**config.mk**
```make
export PLATFORM = sky130hd
export DESIGN_NAME = exec_pipe_stage
export DESIGN_NICKNAME = d
export VERILOG_FILES = /design/src/rtl/exec_pkg.sv /design/src/rtl/exec_mul_iter.sv /design/src/rtl/exec_pipe_stage.sv
export SDC_FILE = /design/constraint.sdc
export NUM_CORES = 1
export LEC_CHECK = 0
export CORE_MARGIN = 2
export CORE_UTILIZATION = 47
export DETAILED_ROUTE_END_ITERATION = 6
export PLACE_DENSITY = 0.7
export SLEW_MARGIN = 30
export SYNTH_ARGS = -nofsm -noshare
export SYNTH_HDL_FRONTEND = slang
export SYNTH_HIERARCHICAL = 1
export SYNTH_SLANG_ARGS = --single-unit
```
**constraint.sdc**
```tcl
create_clock -name clk -period 6.7 [get_ports clk]
set_input_delay 0.67 -clock clk [delete_from_list [all_inputs] [get_ports clk]]
set_output_delay 0.67 -clock clk [all_outputs]
set_load 0.01 [all_outputs]
```
**src/rtl/exec_pkg.sv**
```systemverilog
// Shared definitions for the execute stage: ALU opcodes, branch conditions,
// forwarding selects and multiplier FSM states.
package exec_pkg;

  localparam logic [3:0] ALU_ADD = 4'd0;
  localparam logic [3:0] ALU_SUB = 4'd1;
  localparam logic [3:0] ALU_AND = 4'd2;
  localparam logic [3:0] ALU_OR  = 4'd3;
  localparam logic [3:0] ALU_XOR = 4'd4;
  localparam logic [3:0] ALU_NOT = 4'd5;
  localparam logic [3:0] ALU_SLL = 4'd6;
  localparam logic [3:0] ALU_SRL = 4'd7;
  localparam logic [3:0] ALU_SRA = 4'd8;
  localparam logic [3:0] ALU_PSB = 4'd9;
  localparam logic [3:0] ALU_SLT = 4'd10;
  localparam logic [3:0] ALU_MUL = 4'd12;

  localparam logic [2:0] BR_EQ = 3'd0;
  localparam logic [2:0] BR_NE = 3'd1;
  localparam logic [2:0] BR_LT = 3'd2;
  localparam logic [2:0] BR_GE = 3'd3;
  localparam logic [2:0] BR_GT = 3'd4;
  localparam logic [2:0] BR_LE = 3'd5;
  localparam logic [2:0] BR_AL = 3'd6;

  localparam logic [1:0] FWD_REG = 2'd0;
  localparam logic [1:0] FWD_MEM = 2'd1;
  localparam logic [1:0] FWD_WB  = 2'd2;

  typedef enum logic [1:0] {
    S_IDLE = 2'd0,
    S_MUL  = 2'd1,
    S_DONE = 2'd2
  } state_t;

endpackage

```
**src/rtl/exec_mul_iter.sv**
```systemverilog
// Iterative shift-add multiplier: one partial product per cycle, DATA_W cycles.
// done is high during the cycle whose edge performs the final iteration.
module exec_mul_iter
  import exec_pkg::*;
#(
  parameter int DATA_W = 32
) (
  input  logic              clk,
  input  logic              rst_n,
  input  logic              start,
  input  logic              kill,
  input  logic [DATA_W-1:0] a,
  input  logic [DATA_W-1:0] b,
  output logic [DATA_W-1:0] acc,
  output logic              done
);

  localparam int CNT_W = $clog2(DATA_W);
  localparam logic [CNT_W-1:0] LAST = CNT_W'(DATA_W - 1);

  logic [DATA_W-1:0] a_q, b_q;
  logic [CNT_W-1:0]  cnt;
  logic              running;

  assign done = running & (cnt == LAST);

  // NOTE: operand latches carry no reset; they are only read while running,
  // which is itself reset, so clearing them would buy nothing.
  always_ff @(posedge clk) begin
    if (start) begin
      a_q <= a;
      b_q <= b;
    end
  end

  // NOTE: sequential state uses non-blocking assignments so every register
  // samples the pre-edge value of its neighbours.
  always_ff @(posedge clk) begin
    if (!rst_n) begin
      running <= 1'b0;
      cnt     <= '0;
      acc     <= '0;
    end else if (kill) begin
      running <= 1'b0;
    end else if (start) begin
      running <= 1'b1;
      cnt     <= '0;
      acc     <= '0;
    end else if (running) begin
      if (b_q[cnt]) acc <= acc + (a_q << cnt);
      cnt <= cnt + 1'b1;
      if (cnt == LAST) running <= 1'b0;
    end
  end

endmodule

```
**src/rtl/exec_pipe_stage.sv**
```systemverilog
// Registered execute stage: operand select, ALU, branch resolve, EX/MEM register.
// Define EXEC_MUL_EN to enable the iterative multiplier and its Busy FSM.
module exec_pipe_stage
  import exec_pkg::*;
#(
  parameter int DATA_W = 32,
  parameter int PC_W   = 16,
  parameter int IMMA_W = 6,
  parameter int IMMB_W = 8
) (
  input  logic              clk,
  input  logic              rst_n,
  input  logic              InValid,
  output logic              Busy,
  input  logic              KillIn,
  input  logic [PC_W-1:0]   PCIn,
  input  logic [DATA_W-1:0] RqRd,
  input  logic [DATA_W-1:0] Rs,
  input  logic [15:0]       instr,
  input  logic              JumpHigh,
  input  logic              BranchHigh,
  input  logic              RqRdOrImm,
  input  logic              RsOrImm,
  input  logic [3:0]        ALUCtrl,
  input  logic [1:0]        FwdA,
  input  logic [1:0]        FwdB,
  input  logic [DATA_W-1:0] MemData,
  input  logic [DATA_W-1:0] WbData,
  output logic              OutValid,
  output logic [DATA_W-1:0] ALUOut,
  output logic [PC_W-1:0]   PCOut,
  output logic              SelectJOrB,
  output logic              flush
);

  localparam int SH_W = $clog2(DATA_W);

  logic [DATA_W-1:0] fwd_a, fwd_b, op_a, op_b, alu_res;
  logic [SH_W-1:0]   shamt;
  logic              cond, taken, is_mul, issue_alu;
  logic [PC_W-1:0]   next_pc;
  logic              unused_instr;

  assign unused_instr = ^instr[15:11];

  // NOTE: every always_comb output gets a default first so no path can infer a latch.
  always_comb begin
    fwd_a = RqRd;
    fwd_b = Rs;
    if (FwdA == FWD_MEM) fwd_a = MemData;
    else if (FwdA == FWD_WB) fwd_a = WbData;
    if (FwdB == FWD_MEM) fwd_b = MemData;
    else if (FwdB == FWD_WB) fwd_b = WbData;
  end

  assign op_a  = RqRdOrImm ? {{(DATA_W-IMMA_W){1'b0}}, instr[IMMA_W-1:0]} : fwd_a;
  assign op_b  = RsOrImm   ? {{(DATA_W-IMMB_W){1'b0}}, instr[IMMB_W-1:0]} : fwd_b;
  assign shamt = op_b[SH_W-1:0];

  always_comb begin
    alu_res = '0;
    case (ALUCtrl)
      ALU_ADD: alu_res = op_a + op_b;
      ALU_SUB: alu_res = op_a - op_b;
      ALU_AND: alu_res = op_a & op_b;
      ALU_OR:  alu_res = op_a | op_b;
      ALU_XOR: alu_res = op_a ^ op_b;
      ALU_NOT: alu_res = ~op_a;
      ALU_SLL: alu_res = op_a << shamt;
      ALU_SRL: alu_res = op_a >> shamt;
      ALU_SRA: alu_res = $signed(op_a) >>> shamt;
      ALU_PSB: alu_res = op_b;
      ALU_SLT: alu_res = {{(DATA_W-1){1'b0}}, ($signed(op_a) < $signed(op_b))};
      default: alu_res = '0;
    endcase
  end

  // Condition codes test operand B as a signed value against zero.
  always_comb begin
    cond = 1'b1;
    case (instr[10:8])
      BR_EQ:   cond = (op_b == '0);
      BR_NE:   cond = (op_b != '0);
      BR_LT:   cond = op_b[DATA_W-1];
      BR_GE:   cond = !op_b[DATA_W-1];
      BR_GT:   cond = !op_b[DATA_W-1] && (op_b != '0);
      BR_LE:   cond = op_b[DATA_W-1] || (op_b == '0);
      default: cond = 1'b1;
    endcase
  end

  assign is_mul  = (ALUCtrl == ALU_MUL);
  assign taken   = InValid & !is_mul & (JumpHigh | (BranchHigh & cond));
  assign next_pc = taken ? fwd_a[PC_W-1:0] : PCIn;

`ifdef EXEC_MUL_EN
  state_t            state;
  logic              accept, mul_start, mul_done, mul_out;
  logic [DATA_W-1:0] mul_acc;
  logic [PC_W-1:0]   mul_pc;

  // DONE owns the EX/MEM register on its edge, so only a MUL may issue behind
  // it; a waiting non-MUL is held off by Busy for that one cycle.
  assign Busy      = (state == S_MUL) | ((state == S_DONE) & InValid & !is_mul);
  assign accept    = InValid & !Busy;
  assign mul_start = accept & is_mul & !KillIn;
  assign issue_alu = accept & !is_mul & !KillIn;
  assign mul_out   = (state == S_DONE) & !KillIn;

  exec_mul_iter #(.DATA_W(DATA_W)) u_mul (
    .clk   (clk),
    .rst_n (rst_n),
    .start (mul_start),
    .kill  (KillIn),
    .a     (op_a),
    .b     (op_b),
    .acc   (mul_acc),
    .done  (mul_done)
  );

  always_ff @(posedge clk) begin
    if (mul_start) mul_pc <= PCIn;
  end

  always_ff @(posedge clk) begin
    if (!rst_n)      state <= S_IDLE;
    else if (KillIn) state <= S_IDLE;
    else begin
      case (state)
        S_MUL:   if (mul_done) state <= S_DONE;
        default: state <= mul_start ? S_MUL : S_IDLE;
      endcase
    end
  end
`else
  assign Busy      = 1'b0;
  assign issue_alu = InValid & !KillIn;
`endif

  always_ff @(posedge clk) begin
    if (!rst_n) begin
      OutValid   <= 1'b0;
      ALUOut     <= '0;
      PCOut      <= '0;
      SelectJOrB <= 1'b0;
      flush      <= 1'b0;
    end else begin
      OutValid   <= 1'b0;
      SelectJOrB <= 1'b0;
      flush      <= 1'b0;
      if (issue_alu) begin
        OutValid   <= 1'b1;
        ALUOut     <= alu_res;
        PCOut      <= next_pc;
        SelectJOrB <= taken;
        flush      <= taken;
      end
`ifdef EXEC_MUL_EN
      if (mul_out) begin
        OutValid <= 1'b1;
        ALUOut   <= mul_acc;
        PCOut    <= mul_pc;
      end
`endif
    end
  end

endmodule

```
==> impl_metrics.py <==
metrics = {
    "sta": {
        "setup_viol": 0,
        "period_needed_ps": 5720,
        "slew_viol_final": 0,
        "tightestPinTransition_ps": 1065,
        "finClkSkew_ps": 0,
        "relSlewSlack": 0.2880,
        "rsz0062_at_grt": "no",
        "setup_tns_ps": 0,
        "hold_viol_final": 0,
        "max_freq_mhz": 174.8,
        "final.setup.worst_slack_ps": 980.5,
        "min_period_over_period": 0.8537,
        "hold_ws_ps": 459.4,
    },
    "clock_network": {
        "cts_buffers": 5,
        "cts_root_buffer": "clkbuf_16",
        "path_clk_slew_ps": 80,
        "cts_setup_buffers": 0,
        "cts.repair.resized": 0,
        "cts_buffer_depth": 2,
        "htreeDepth": 2,
        "cts.sinks": 50,
        "cts_hold_buf": 0,
        "clk_latency_ps": 320,
        "tritoncts": "yes",
    },
    "pwr": {
        "switchingPower_mw": 1.200,
        "p_sw_frac": 0.5228,
        "internal_power_mw": 1.095,
        "clockPowerShare": 0.144,
        "p_leak_nw": 6.824,
        "ir_drop_uv": 115.2,
        "powerDensity_nw_per_um2": 139.2,
        "seq_power_share": 0.141,
        "comb_power_share": 0.715,
    },
    "worst_setup_path": {
        "r2r_slack_ps": 4080,
        "cp.arrival_ps": 5970,
        "critPathMaxFanout": 6,
        "cp_data_required_time_ps": 6950,
        "path_class": "in -> reg",
        "end_kind": "flop",
        "worstSetupStartpointType": "primary input",
    },
    "floorplanning": {
        "die_x_um": 175.4,
        "core-area_um2": 28780,
        "initial_utilization": 0.4797,
        "die_height_um": 175.4,
        "ios": 228,
        "std_cell_rows": 62,
        "dieArea_um2": 30760,
    },
    "synth": {
        "ys_ff_latch": 50,
        "synth_area_um2": 13810,
        "ys.flop_type": "dfxtp_1",
        "synthTopCellsByArea": "mux2i_1, ha_1, dfxtp_1, a21oi_1, o21ai_0",
        "synth_most_common_cell": "mux2i_1",
        "synth_edf_count": 0,
        "synth_cell_types": 84,
        "yosysSeqAreaShare": 0.07250,
        "async_reset_ff_frac": 0,
        "yosysTopAreaCell": "mux2i_1",
        "syn_area_per_cell_um2": 7.002,
        "yosys_warnings": 6,
        "synth_nets": 2247,
        "synth_common_cells": "mux2i_1, nor2_1, nand2_1",
        "synth_top_area_frac": 0.1399,
        "syn_inst": 1972,
    },
    "placement": {
        "placed_cells": 2496,
        "place_hpwl_mm": 58.19,
        "dpl_cell_area_um2": 16310,
        "globalplace.congestion": 1.138,
        "dpl_worst_slack_ps": 873.5,
        "place.port_buffers": 221,
    },
    "route": {
        "first_iter_violations": 2372,
        "drc_errors": 0,
        "wl_per_cell_um": 29.46,
        "final_antenna_net_count": 0,
        "totalWireLength_mm": 73.78,
        "first_pass_iters": 6,
        "vias": 17590,
        "viasPerCell": 7.026,
    },
    "finish": {
        "drive_gt1_frac": 0.09108,
        "multi_input_area_um2": 11560,
        "final_area_um2": 16490,
        "area_delta_synth_final_pct": 19.45,
        "layout.nets": 2394,
        "instances_no_fill": 2504,
        "register_area_um2": 1001,
        "fillers": 2842,
    },
    "grt": {
        "grt_pass1_wl_mm": 105.9,
        "grt.total_usage": 0.4584,
        "grt_overflow": 0,
        "antenna_found_initial": 3,
        "grt_max_degree": 62,
        "grt_pass1_vias": 16070,
    },
    "min_path": {
        "min_path_type": "reg -> reg",
    },
    "flow_run": {
        "drv_cap": 0,
    },
    "run_status": {
        "status": "finished, final reports clean",
    },
}
==> metal layers <==
layer,GRT usage,vias up,wire (um)
li1,-,7688,-
met1,0.6093,8329,28890
met2,0.6950,1317,30740
met3,0.09913,256,9405
met4,0.2354,2,4734
met5,0,-,12
==> sequential cells by signal, summed over array words and instances, names as in the netlist <==
register  cells
ALUOut       32
OutValid      1
flush         1
PCOut        16
==> worst max-delay path, cell delays in order <==
cell	delay, ps
clkdlybuf4s50_1	480
mux2i_1	140
mux2_2	220
o21ai_0	80
buf_4	180
inv_1	120
ha_1	230
inv_1	80
fa_1	490
a211oi_1	340
o21ai_0	320
a41oi_1	700
o41ai_1	170
buf_4	190
a21oi_1	310
o31ai_1	170
and2_1	200
o21a_1	210
or3_1	490
a31oi_1	160
==> worst paths after layout <==
check	endpoint	from	depth (start not counted)
setup / recovery	ALUOut[0]$_SDFFE_PN0P_	MemData[0]	20
hold / removal	ALUOut[2]$_SDFFE_PN0P_	ALUOut[2]$_SDFFE_PN0P_	2
setup reg to reg	ALUOut[20]$_SDFFE_PN0P_	ALUOut[20]$_SDFFE_PN0P_	8
hold reg to reg	ALUOut[2]$_SDFFE_PN0P_	ALUOut[2]$_SDFFE_PN0P_	2
==> power groups by stage <==
| stage | combinational (mW) | clock [mW] | sequential (mW) |
|---|---|---|---|
| 2_1_floorplan | 0.986 | 0 | 0.335 |
| 3_3_place_gp | 1.54 | 0 | 0.329 |
| 3_5_place_dp | 1.56 | 0 | 0.329 |
| 4_1_cts | 1.57 | 0.334 | 0.323 |
| 5_1_grt | 1.72 | 0.342 | 0.324 |
| 6_report | 1.64 | 0.331 | 0.323 |
==> layout by cell type (no fill, tap or decap), drive strengths merged, types with 9 or more instances in the layout <==
cell / instances
o22ai: 36
a221oi: 38
and3: 10
o31ai: 11
a211o: 31
dfxtp: 50
o221ai: 28
clkdlybuf4s50: 216
nor3: 54
o21a: 16
nor2: 162
ha: 97
mux2: 31
a211oi: 111
a22oi: 13
xnor2: 12
nand2b: 26
buf: 90
o21bai: 9
inv: 113
mux2i: 193
nor2b: 59
o21ai: 148
nand2: 157
a21oi: 148
a21o: 18
o211ai: 31
and2: 17
nor4: 19
a31oi: 19
nand3: 24
==> layout make-up <==
| class | count | area share |
|---|---|---|
| inverters | 116 | 0.02648 |
| well taps | 384 | 0.02913 |
| clock inverters | 1 | 0.001821 |
| clock buffers | 6 | 0.008421 |
| repair buffers | 306 | 0.1724 |
| multi-input cells | 1640 | 0.7009 |
| flip-flops and latches | 50 | 0.06069 |
| diodes | 1 | 0.0001517 |
==> through the flow <==
| stage | power, mW | utilization |
|---|---|---|
| finish | 2.295 | 0.5730 |
| CTS | 2.225 | 0.5727 |
| global placement | 1.873 | 0.5668 |
| floorplan | 1.321 | - |
| global route | 2.384 | 0.5730 |
| detailed placement | 1.889 | 0.5668 |
==> cells by family (layout without fill, tap and decap cells) <==
kind of cell	Yosys count	count (layout)	synth area share
flops	50	50	0.07250
mux	224	224	0.1652
buf+inv	282	429	0.09316
simple gates	561	561	0.1910
other cells	1	2	0.0002716
fa+ha+maj	99	99	0.09080
compound gates	740	740	0.3775
xor+xnor	15	15	0.009515
(Power assumes the default switching activity.)
